===== src/rtl/svm_sched_pkg.sv =====
// Shared types and default widths for the SVM dot-product multiplier sequencer.
// The multiplier latency lives here so that datapath and controller agree on it.
package svm_sched_pkg;

  localparam int DEF_LEN_W   = 8;
  localparam int DEF_ADDR_W  = 8;
  localparam int DEF_DATA_W  = 17;
  localparam int DEF_PROD_W  = 32;
  localparam int DEF_ACC_W   = 40;
  localparam int DEF_MUL_LAT = 10;

  typedef enum logic [1:0] {
    IDLE  = 2'd0,
    ISSUE = 2'd1,
    DRAIN = 2'd2,
    DONE  = 2'd3
  } sched_state_e;

endpackage


===== src/rtl/svm_sat_acc.sv =====
// Saturating signed accumulator: synchronous clear, valid-gated add of a
// sign-extended product, clamp to the ACC_W range and sticky overflow flag.
module svm_sat_acc
  import svm_sched_pkg::*;
#(
  parameter int IN_W  = DEF_PROD_W,
  parameter int ACC_W = DEF_ACC_W
) (
  input  logic             clk,
  input  logic             rst_n,
  input  logic             clr,
  input  logic             vld,
  input  logic [IN_W-1:0]  din,
  output logic [ACC_W-1:0] acc,
  output logic             ovf
);

  localparam logic [ACC_W-1:0] ACC_MAX = {1'b0, {(ACC_W-1){1'b1}}};
  localparam logic [ACC_W-1:0] ACC_MIN = {1'b1, {(ACC_W-1){1'b0}}};

  logic [ACC_W:0]   sum_s;
  logic             hit_s;
  logic [ACC_W-1:0] nxt_s;

  // One guard bit catches overflow; the guard sign selects which limit to clamp to.
  always_comb begin
    sum_s = {acc[ACC_W-1], acc} + {{(ACC_W+1-IN_W){din[IN_W-1]}}, din};
    hit_s = sum_s[ACC_W] ^ sum_s[ACC_W-1];
    if (hit_s) begin
      nxt_s = sum_s[ACC_W] ? ACC_MIN : ACC_MAX;
    end else begin
      nxt_s = sum_s[ACC_W-1:0];
    end
  end

  // Accumulator and sticky flag registers.
  always_ff @(posedge clk or negedge rst_n) begin
    if (!rst_n) begin
      acc <= '0;
      ovf <= 1'b0;
    end else if (clr) begin
      acc <= '0;
      ovf <= 1'b0;
    end else if (vld) begin
      acc <= nxt_s;
      ovf <= ovf | hit_s;
    end
  end

endmodule


===== src/rtl/svm_dot_sched.sv =====
// Dot-product sequencer: issues RAM reads, streams operand pairs through the
// shared pipelined multiplier and accumulates tagged products.
module svm_dot_sched
  import svm_sched_pkg::*;
#(
  parameter int LEN_W   = DEF_LEN_W,
  parameter int ADDR_W  = DEF_ADDR_W,
  parameter int DATA_W  = DEF_DATA_W,
  parameter int PROD_W  = DEF_PROD_W,
  parameter int ACC_W   = DEF_ACC_W,
  parameter int MUL_LAT = DEF_MUL_LAT
) (
  input  logic              clk,
  input  logic              rst_n,
  input  logic              cmd_valid,
  output logic              cmd_ready,
  input  logic [LEN_W-1:0]  cmd_len,
  input  logic [ADDR_W-1:0] cmd_base_a,
  input  logic [ADDR_W-1:0] cmd_base_b,
  output logic              ram_a_en,
  output logic              ram_b_en,
  output logic [ADDR_W-1:0] ram_a_addr,
  output logic [ADDR_W-1:0] ram_b_addr,
  input  logic [DATA_W-1:0] ram_a_data,
  input  logic [DATA_W-1:0] ram_b_data,
  output logic [DATA_W-1:0] mul_a,
  output logic [DATA_W-1:0] mul_b,
  output logic              mul_start,
  input  logic [PROD_W-1:0] mul_data,
  output logic [ACC_W-1:0]  acc_out,
  output logic              acc_valid,
  output logic              acc_ovf,
  output logic              busy
);

  sched_state_e      state_r;
  sched_state_e      state_s;
  logic [LEN_W-1:0]  cnt_r;
  logic [ADDR_W-1:0] addr_a_r;
  logic [ADDR_W-1:0] addr_b_r;
  logic              ram_en_r;
  logic              mul_start_r;
  logic              acc_valid_r;
  logic              cmd_ready_r;
  logic              busy_r;
  // tag_r[0] marks an operand pair on mul_a/mul_b, tag_r[MUL_LAT] its product on mul_data.
  logic [MUL_LAT:0]  tag_r;
  logic              accept_s;

  assign accept_s = (state_r == IDLE) && cmd_valid;

  // Next-state logic of the job controller.
  always_comb begin
    state_s = state_r;
    case (state_r)
      IDLE: begin
        if (cmd_valid) begin
          state_s = (cmd_len == '0) ? DONE : ISSUE;
        end else begin
          state_s = IDLE;
        end
      end
      ISSUE: begin
        if (cnt_r == LEN_W'(1)) begin
          state_s = DRAIN;
        end else begin
          state_s = ISSUE;
        end
      end
      DRAIN: begin
        // The last product is being accumulated once only the final stage holds a tag.
        if (tag_r[MUL_LAT-1:0] == '0) begin
          state_s = DONE;
        end else begin
          state_s = DRAIN;
        end
      end
      DONE:    state_s = IDLE;
      default: state_s = IDLE;
    endcase
  end

  // State register and outputs registered from the next state so they align with it.
  always_ff @(posedge clk or negedge rst_n) begin
    if (!rst_n) begin
      state_r     <= IDLE;
      ram_en_r    <= 1'b0;
      mul_start_r <= 1'b0;
      acc_valid_r <= 1'b0;
      cmd_ready_r <= 1'b1;
      busy_r      <= 1'b0;
    end else begin
      state_r     <= state_s;
      ram_en_r    <= (state_s == ISSUE);
      mul_start_r <= (state_s == ISSUE) || (state_s == DRAIN);
      acc_valid_r <= (state_s == DONE);
      cmd_ready_r <= (state_s == IDLE);
      busy_r      <= (state_s != IDLE);
    end
  end

  // Element counter and read addresses; addresses wrap naturally at 2^ADDR_W.
  always_ff @(posedge clk or negedge rst_n) begin
    if (!rst_n) begin
      cnt_r    <= '0;
      addr_a_r <= '0;
      addr_b_r <= '0;
    end else if (accept_s) begin
      cnt_r    <= cmd_len;
      addr_a_r <= cmd_base_a;
      addr_b_r <= cmd_base_b;
    end else if ((state_r == ISSUE) && (state_s == ISSUE)) begin
      cnt_r    <= cnt_r - LEN_W'(1);
      addr_a_r <= addr_a_r + ADDR_W'(1);
      addr_b_r <= addr_b_r + ADDR_W'(1);
    end
  end

  // Valid-tag pipeline: one cycle for the RAM read, then MUL_LAT multiplier stages.
  always_ff @(posedge clk or negedge rst_n) begin
    if (!rst_n) begin
      tag_r <= '0;
    end else begin
      tag_r <= {tag_r[MUL_LAT-1:0], ram_en_r};
    end
  end

  // Operands pass straight from RAM; forced to zero when no pair is in flight.
  always_comb begin
    if (tag_r[0]) begin
      mul_a = ram_a_data;
      mul_b = ram_b_data;
    end else begin
      mul_a = '0;
      mul_b = '0;
    end
  end

  svm_sat_acc #(
    .IN_W  (PROD_W),
    .ACC_W (ACC_W)
  ) u_acc (
    .clk   (clk),
    .rst_n (rst_n),
    .clr   (accept_s),
    .vld   (tag_r[MUL_LAT]),
    .din   (mul_data),
    .acc   (acc_out),
    .ovf   (acc_ovf)
  );

  assign cmd_ready  = cmd_ready_r;
  assign busy       = busy_r;
  assign ram_a_en   = ram_en_r;
  assign ram_b_en   = ram_en_r;
  assign ram_a_addr = addr_a_r;
  assign ram_b_addr = addr_b_r;
  assign mul_start  = mul_start_r;
  assign acc_valid  = acc_valid_r;

endmodule


===== config.mk =====
export PLATFORM = sky130hd
export DESIGN_NAME = svm_dot_sched
export DESIGN_NICKNAME = d
export VERILOG_FILES = /design/src/rtl/svm_sched_pkg.sv /design/src/rtl/svm_sat_acc.sv /design/src/rtl/svm_dot_sched.sv
export SDC_FILE = /design/constraint.sdc
export NUM_CORES = 1
export LEC_CHECK = 0
export BUFFER_PORTS_ARGS = -buffer_cell sky130_fd_sc_hd__buf_2
export CORE_ASPECT_RATIO = 1.1
export CORE_UTILIZATION = 49
export CTS_CLUSTER_DIAMETER = 200
export CTS_CLUSTER_SIZE = 30
export DETAILED_ROUTE_END_ITERATION = 12
export PLACE_DENSITY = 0.85
export SLEW_MARGIN = 20
export SYNTH_ARGS = -nofsm -noshare
export SYNTH_HDL_FRONTEND = slang
export SYNTH_SLANG_ARGS = --single-unit

===== constraint.sdc =====
create_clock -name clk -period 6.58 [get_ports clk]
set_input_delay 1.316 -clock clk [delete_from_list [all_inputs] [get_ports clk]]
set_output_delay 1.316 -clock clk [all_outputs]
set_load 0.02 [all_outputs]

==> impl_metrics.csv, run 1 <==
group,metric,value,unit
logic_synthesis,synth_edf_count,0,
logic_synthesis,netlist.top_cell.by_area,"dfrtp_1",
logic_synthesis,async_flop_share,1.000,
logic_synthesis,postSynthCellCount,730,
global_route,antenna_found_initial,0,
timing,tightest_slew,0.9955,ns
layout,final_common_cell,"buf_2",
critical_path,startpoint_type,"input pin",
drt,final_antenna_net_count,0,
power,p_int,2.217,mW
cts,htree_levels,3,
timing,finalSetupTns,0,ns
power,power.switching,2.291,mW
logic_synthesis,syn_area,6067,um2
critical_path,critPathArrivalTime,4.61,ns
power,p_clk_frac,0.120,
layout,num-nets-final,1041,
critical_path,reg2reg_setup_slack,2.76,ns
cts,postCtsSetupRepairBufs,0,
logic_synthesis,synth-main-ff-cell,"dfrtp_1",
global_route,grt_pass1_vias,5787,
cts,cts_tree,"done",
cts,clock_latency,0.34,ns
layout,nFillCells,1082,
power,sw_frac_of_total,0.5083,
cts,cts_hold_buffers,0,
layout,fin_util,0.6183,
placement,place_congestion,0.8784,
flow_run,maxCapViolations,0,
floorplan,die_h,118.7,um
timing,layout_min_cycle_time,4.378,ns
cts,post_cts_resize_count,0,
logic_synthesis,synth.avg_cell_area,8.311,um2
layout,area_delta_synth_final,22.64,%
global_route,grt_overflow,0,
placement,dp.cells,1043,
logic_synthesis,synthTopCellsByArea,"dfrtp_1 (34%), ha_1 (9.7%), o21ai_0 (6.3%)",
logic_synthesis,seq_area_frac_synth,0.3425,
global_route,grt_max_degree,57,
power,irDropWorstVdd,0.2920,mV
global_route,gr-usage-all-layers,0.2600,
layout,antenna_cells,0,
logic_synthesis,syn-num-nets,871,
global_route,grt_pass1_wl,26740,um
layout,final_area,7441,um2
power,pwr-share-seq,0.222,
timing,clock_skew,0.009373,ns
floorplan,ioPinCount,190,
timing,hold_violations,0,
critical_path,cp-end-kind,"flip-flop",
power,p_per_area,605.8,nW/um2
floorplan,coreArea,12030,um2
critical_path,worstSetupStartpoint,"mul_data[0]",
timing,min_period_over_period,0.6653,
critical_path,r2r-start,"cnt_r[3]",
cts,clk_pin_slew,0.07,ns
worst_hold_path,min_from,"tag_r[8]",
timing,slew-limit-headroom,0.3361,
timing,rsz0062_at_grt,"no",
cts,cts-root-buf,"clkbuf_16",
power,p_leak,3.446,nW
power,p_comb_frac,0.659,
drt,drtPass1Iterations,5,
placement,pre_cts_ws,1.844,ns
placement,dpl_cell_area,7126,um2
drt,vias,6138,
floorplan,std_cell_rows,42,
layout,finalNonFillerCells,1059,
timing,worst_slack,2.202,ns
logic_synthesis,yosysWarnings,0,
worst_hold_path,hold_class,"flip-flop to flip-flop",
timing,fmax,0.2284,GHz
cts,numCtsBuffers,9,
floorplan,dieArea,12830,um2
drt,drtIter0Drc,346,
critical_path,path_class,"input pin to flip-flop",
layout,final_cell_mix,"buf_2 (188), nand2_1 (95), dfrtp_1 (82)",
placement,portBuffers,189,
timing,finalMaxSlewViolations,0,
logic_synthesis,synth.distinct_cells,63,
critical_path,path_max_fanout,23,
run_status,outcome,"finished, final reports clean",
logic_synthesis,yosys.area.top_type_share,0.3382,
floorplan,die_w,108.1,um
critical_path,cp.required,6.82,ns
layout,layout-drive-gt1-share,0.2486,
drt,via_per_inst,5.796,
timing,setup_viol,0,
drt,wire_per_inst,15.31,um
placement,hpwl,12060,um
logic_synthesis,ys_ff_latch,83,
cts,clock_path_buffers,2,
drt,remaining_drc_errors,0,
cts,numClockSinks,83,
floorplan,start_util,0.5042,
drt,wirelength,16210,um
[sequential cells by signal (all words and copies together), names as in the netlist]
signal / flops
ram_a_en: 1
cnt_r: 8
state_r: 2
busy: 1
cmd_ready: 1
ram_a_addr: 8
mul_start: 1
ram_b_addr: 8
u_acc.ovf: 1
acc_valid: 1
tag_r: 11
u_acc.acc: 40
[cell usage after synthesis (all sizes together) (6+ instances only)]
cell	number
nand2	95
o21ai	85
dfrtp	82
nor2	66
ha	47
a21oi	43
and2	41
clkbuf	25
inv	20
a31oi	19
nand3	17
xnor2	17
xor2	16
a21o	14
a221o	13
nor3	12
a211oi	10
buf	9
and3	8
nand4	7
nor2b	6
nor3b	6
nor4	6
[final timing paths]
kind	endpoint	cells after the start
hold / removal	tag_r[9]	0
min in group asynchronous	u_acc.acc[13]	1
setup reg to reg	ram_b_addr[0]	9
hold reg to reg	tag_r[9]	0
max in group asynchronous	ram_b_addr[4]	2
setup / recovery	u_acc.acc[15]	13
[power groups by stage]
stage	combinational (mW)	sequential (mW)	clock, mW
after floorplan	2.02	1.17	0
after global placement	2.88	0.996	0
after detailed placement	2.96	1.00	0
after CTS	2.96	0.997	0.549
after global routing	3.31	1.04	0.570
final	2.97	0.999	0.539
[layer usage]
layer  routed length, um  share of wire  global-route usage
met5                   0              0                   0
met4                 368          0.023              0.1062
met3                1095          0.068             0.04413
met2                8041           0.50              0.4383
met1                6707           0.41              0.3251
[cell type report]
cell class	count	area [um2]	share of cell area
Multi-Input combinational cell	593	3801	0.5108
Sequential cell	83	2078	0.2793
Timing Repair Buffer	193	978.4	0.1315
Clock buffer	10	239.0	0.03212
Tap cell	154	192.7	0.02590
Clock inverter	6	76.32	0.01026
Inverter	20	75.07	0.01009
[kinds of logic after synthesis]
group | share of synthesized area
compound gates | 0.2454
mux | 0.001650
buf+inv | 0.03733
simple gates | 0.2252
fa+ha+maj | 0.1002
xor+xnor | 0.04764
flops | 0.3425
[worst max-delay path, stage by stage]
cell,delay [ns]
buf_2,0.10
ha_1,0.22
fa_1,0.43
a211o_1,0.31
a211o_1,0.34
nand4_1,0.15
a2111oi_2,0.11
o21ai_0,0.24
a21oi_1,0.17
xor2_4,0.61
buf_4,0.36
nor2_1,0.08
o21ai_0,0.16
[stage by stage]
stage	hold slack, ns	power [mW]
after floorplan	0.3456	3.190
after global placement	0.3544	3.874
after detailed placement	0.3641	3.961
after CTS	0.3750	4.510
after global routing	0.3857	4.921
final	0.3730	4.508
Note: power is estimated with default switching activity, not from simulation.
==> inputs of run 2 (changes only) <==
Settings changed: ABC_AREA from default to 1, PLACE_DENSITY 0.85 to 0.83.
Clock period 6.58 ns to 4.1 ns, I/O delays scaled along.
==> run 2 against run 1 <==
  * Combinational power increased by 40%
  * Count of clock-buffer cells in the layout fell by 1
  * First-iteration DRC count grew 15%
  * Synthesized area increased by 14%
  * Clock skew shrank 0.0020 ns
  * Utilization decreased by 1.5 points
  * Wire length increased by 22%
  * Final cell count grew 37%
  * Power up 37%
  * Largest cell class unchanged
==> impl_metrics.csv, run 2 <==
group,metric,value,unit
run_status,outcome,"finished, final reports clean",
critical_path,path_class,"input pin to flip-flop",
floorplan,std_cell_rows,45,
logic_synthesis,ys_ff_latch,83,
power,pwr-share-seq,0.202,
drt,wire_per_inst,13.66,um
layout,num-nets-final,1400,
layout,final_cell_mix,"nand2_1 (418), buf_2 (188), inv_1 (145)",
power,p_comb_frac,0.673,
drt,drtPass1Iterations,5,
critical_path,worstSetupStartpoint,"mul_data[0]",
cts,clock_path_buffers,2,
power,p_per_area,742.1,nW/um2
cts,clk_pin_slew,0.06,ns
layout,reg_top3,"u_acc.acc: 40 flops, tag_r: 11 flops",
placement,place_congestion,0.9790,
floorplan,coreArea,13790,um2
global_route,gr-usage-all-layers,0.2853,
drt,final_antenna_net_count,0,
logic_synthesis,yosys.cell_count.top_type,"nand2_1",
cts,htree_levels,3,
placement,dpl_cell_area,8058,um2
cts,postCtsSetupRepairBufs,0,
logic_synthesis,syn_area,6937,um2
drt,via_per_inst,5.121,
cts,cts-root-buf,"clkbuf_16",
logic_synthesis,postSynthCellCount,1077,
timing,layout_min_cycle_time,3.037,ns
critical_path,cp.required,4.34,ns
power,p_clk_frac,0.125,
logic_synthesis,yosysWarnings,0,
power,power.switching,3.241,mW
layout,finalNonFillerCells,1452,
cts,numCtsBuffers,9,
logic_synthesis,synthTopCellsByArea,"dfrtp_1 (30%), nand2_1 (23%), ha_1 (8.5%)",
power,power,6.178,mW
power,irDropWorstVdd,0.4172,mV
timing,min_period_over_period,0.7406,
logic_synthesis,synth_edf_count,0,
logic_synthesis,async_flop_share,1.000,
timing,hold_violations,0,
logic_synthesis,netlist.top_cell.by_area,"dfrtp_1",
logic_synthesis,syn-num-nets,1218,
flow_run,maxCapViolations,0,
timing,slew-limit-headroom,0.4862,
power,sw_frac_of_total,0.5246,
layout,final_area,8325,um2
global_route,antenna_found_initial,1,
placement,hpwl,15670,um
logic_synthesis,seq_area_frac_synth,0.2996,
layout,layout-drive-gt1-share,0.1876,
floorplan,die_h,126.8,um
floorplan,die_w,115.4,um
critical_path,cp-end-kind,"flip-flop",
power,p_int,2.937,mW
critical_path,r2r-start,"tag_r[0]",
cts,post_cts_resize_count,0,
timing,rsz0062_at_grt,"no",
floorplan,ioPinCount,190,
drt,drtIter0Drc,398,
logic_synthesis,synth.distinct_cells,42,
layout,largest_register_ffs,40,
global_route,grt_overflow,0,
timing,fmax,0.3293,GHz
timing,clock_skew,0.007351,ns
cts,cts_tree,"done",
critical_path,startpoint_type,"input pin",
timing,tightest_slew,0.7699,ns
global_route,grt_pass1_vias,7044,
layout,area_delta_synth_final,20.02,%
floorplan,start_util,0.5029,
logic_synthesis,synth.avg_cell_area,6.441,um2
critical_path,reg2reg_setup_slack,1.24,ns
worst_hold_path,hold_class,"flip-flop to flip-flop",
critical_path,critPathArrivalTime,3.28,ns
cts,numClockSinks,83,
drt,wirelength,19840,um
logic_synthesis,yosys.area.top_type_share,0.2958,
timing,setup_viol,0,
timing,finalMaxSlewViolations,0,
global_route,grt_pass1_wl,32790,um
cts,clock_latency,0.35,ns
timing,finalSetupTns,0,ns
critical_path,path_max_fanout,40,
power,p_leak,4.658,nW
logic_synthesis,synth-main-ff-cell,"dfrtp_1",
logic_synthesis,synthTopCellsByCount,"nand2_1 (418), inv_1 (145), nor2_1 (84), dfrtp_1 (82), nand3_1 (72)",
drt,vias,7436,
layout,final_common_cell,"nand2_1",
placement,portBuffers,189,
floorplan,dieArea,14640,um2
global_route,grt_max_degree,61,
cts,cts_hold_buffers,0,
drt,remaining_drc_errors,0,
worst_hold_path,min_from,"tag_r[3]",
placement,dp.cells,1436,
layout,top_register,"u_acc.acc",
-- run 2: cell count changes in the layout (fill, tap and decap cells not counted), moves of 13 or more --
cell and delta:
a31oi_1 -16, o21ai_0 -52, inv_1 +125, and2_1 -40, a21o_1 -14, nor2_1 +18, nand2_1 +323, nand3_1 +55
a221o_1 -13
-- run 2: through the flow --
step                setup WS, ns  hold slack (ns)    util
floorplan                  1.315           0.3519       -
global placement          0.8253           0.3578  0.5841
detailed placement        0.7064           0.3661  0.5841
CTS                        1.076           0.3796  0.6034
global route              0.8163           0.3915  0.6035
finish                     1.063           0.3757  0.6035
-- run 2: path summary, 6_finish.rpt --
kind                            endpoint  cells after the start
max reg2reg                ram_b_addr[3]                     12
min in group asynchronous  u_acc.acc[19]                      1
min                             tag_r[4]                      0
min reg2reg                     tag_r[4]                      0
max in group asynchronous  ram_b_addr[2]                      2
max                        u_acc.acc[30]                     18
-- run 2: layout make-up --
cell class | count | area [um2]
multi-input cells | 819 | 4173
diodes | 1 | 2.502
flip-flops and latches | 83 | 2078
well taps | 188 | 235.2
clock inverters | 6 | 40.04
inverters | 148 | 555.5
clock buffers | 9 | 225.2
fillers | 1353 | 5469
repair buffers | 198 | 1016
-- run 2: logic make-up (layout without fill, tap and decap cells) --
group                    Yosys count  count (layout)  synth area share
AO/OA/AOI/OAI                    109             109           0.09668
XOR/XNOR                          36              36           0.04545
buffers and inverters            175             361           0.09921
other                              0               1                 0
adder cells (fa/ha/maj)           48              48           0.08766
AND/OR/NAND/NOR                  626             626            0.3714
flip-flops                        83              83            0.2996
-- run 2: routing by layer --
layer | wire (um) | share of wire | GRT usage | up-vias
met5 | 0 | 0 | 0 | -
met4 | 700 | 0.035 | 0.1467 | 0
met3 | 1202 | 0.061 | 0.04778 | 41
met2 | 9755 | 0.49 | 0.4967 | 270
met1 | 8177 | 0.41 | 0.3337 | 3359
li1 | - | - | - | 3766
-- run 2: power groups by stage --
| stage | Sequential (mW) | Combinational, mW | Clock (mW) |
|---|---|---|---|
| global placement | 1.25 | 4.07 | 0 |
| floorplan | 1.48 | 2.92 | 0 |
| detailed placement | 1.26 | 4.14 | 0 |
| finish | 1.25 | 4.16 | 0.771 |
| global route | 1.28 | 4.76 | 0.825 |
| CTS | 1.25 | 4.16 | 0.780 |
-- run 2: critical path, cell delays in order --
cell and delay (ns):
buf_2 0.10, ha_1 0.24, fa_1 0.45, nand2_1 0.10, nand2_1 0.07, nand3_1 0.09
nand2_2 0.09, nand2_1 0.10, nand3_2 0.13, nand2_2 0.11, nand2_1 0.07, nand2_1 0.08
nand2_2 0.07, nand2_1 0.07, buf_4 0.37, nand3_1 0.14, nand2_1 0.08, nand2_1 0.05
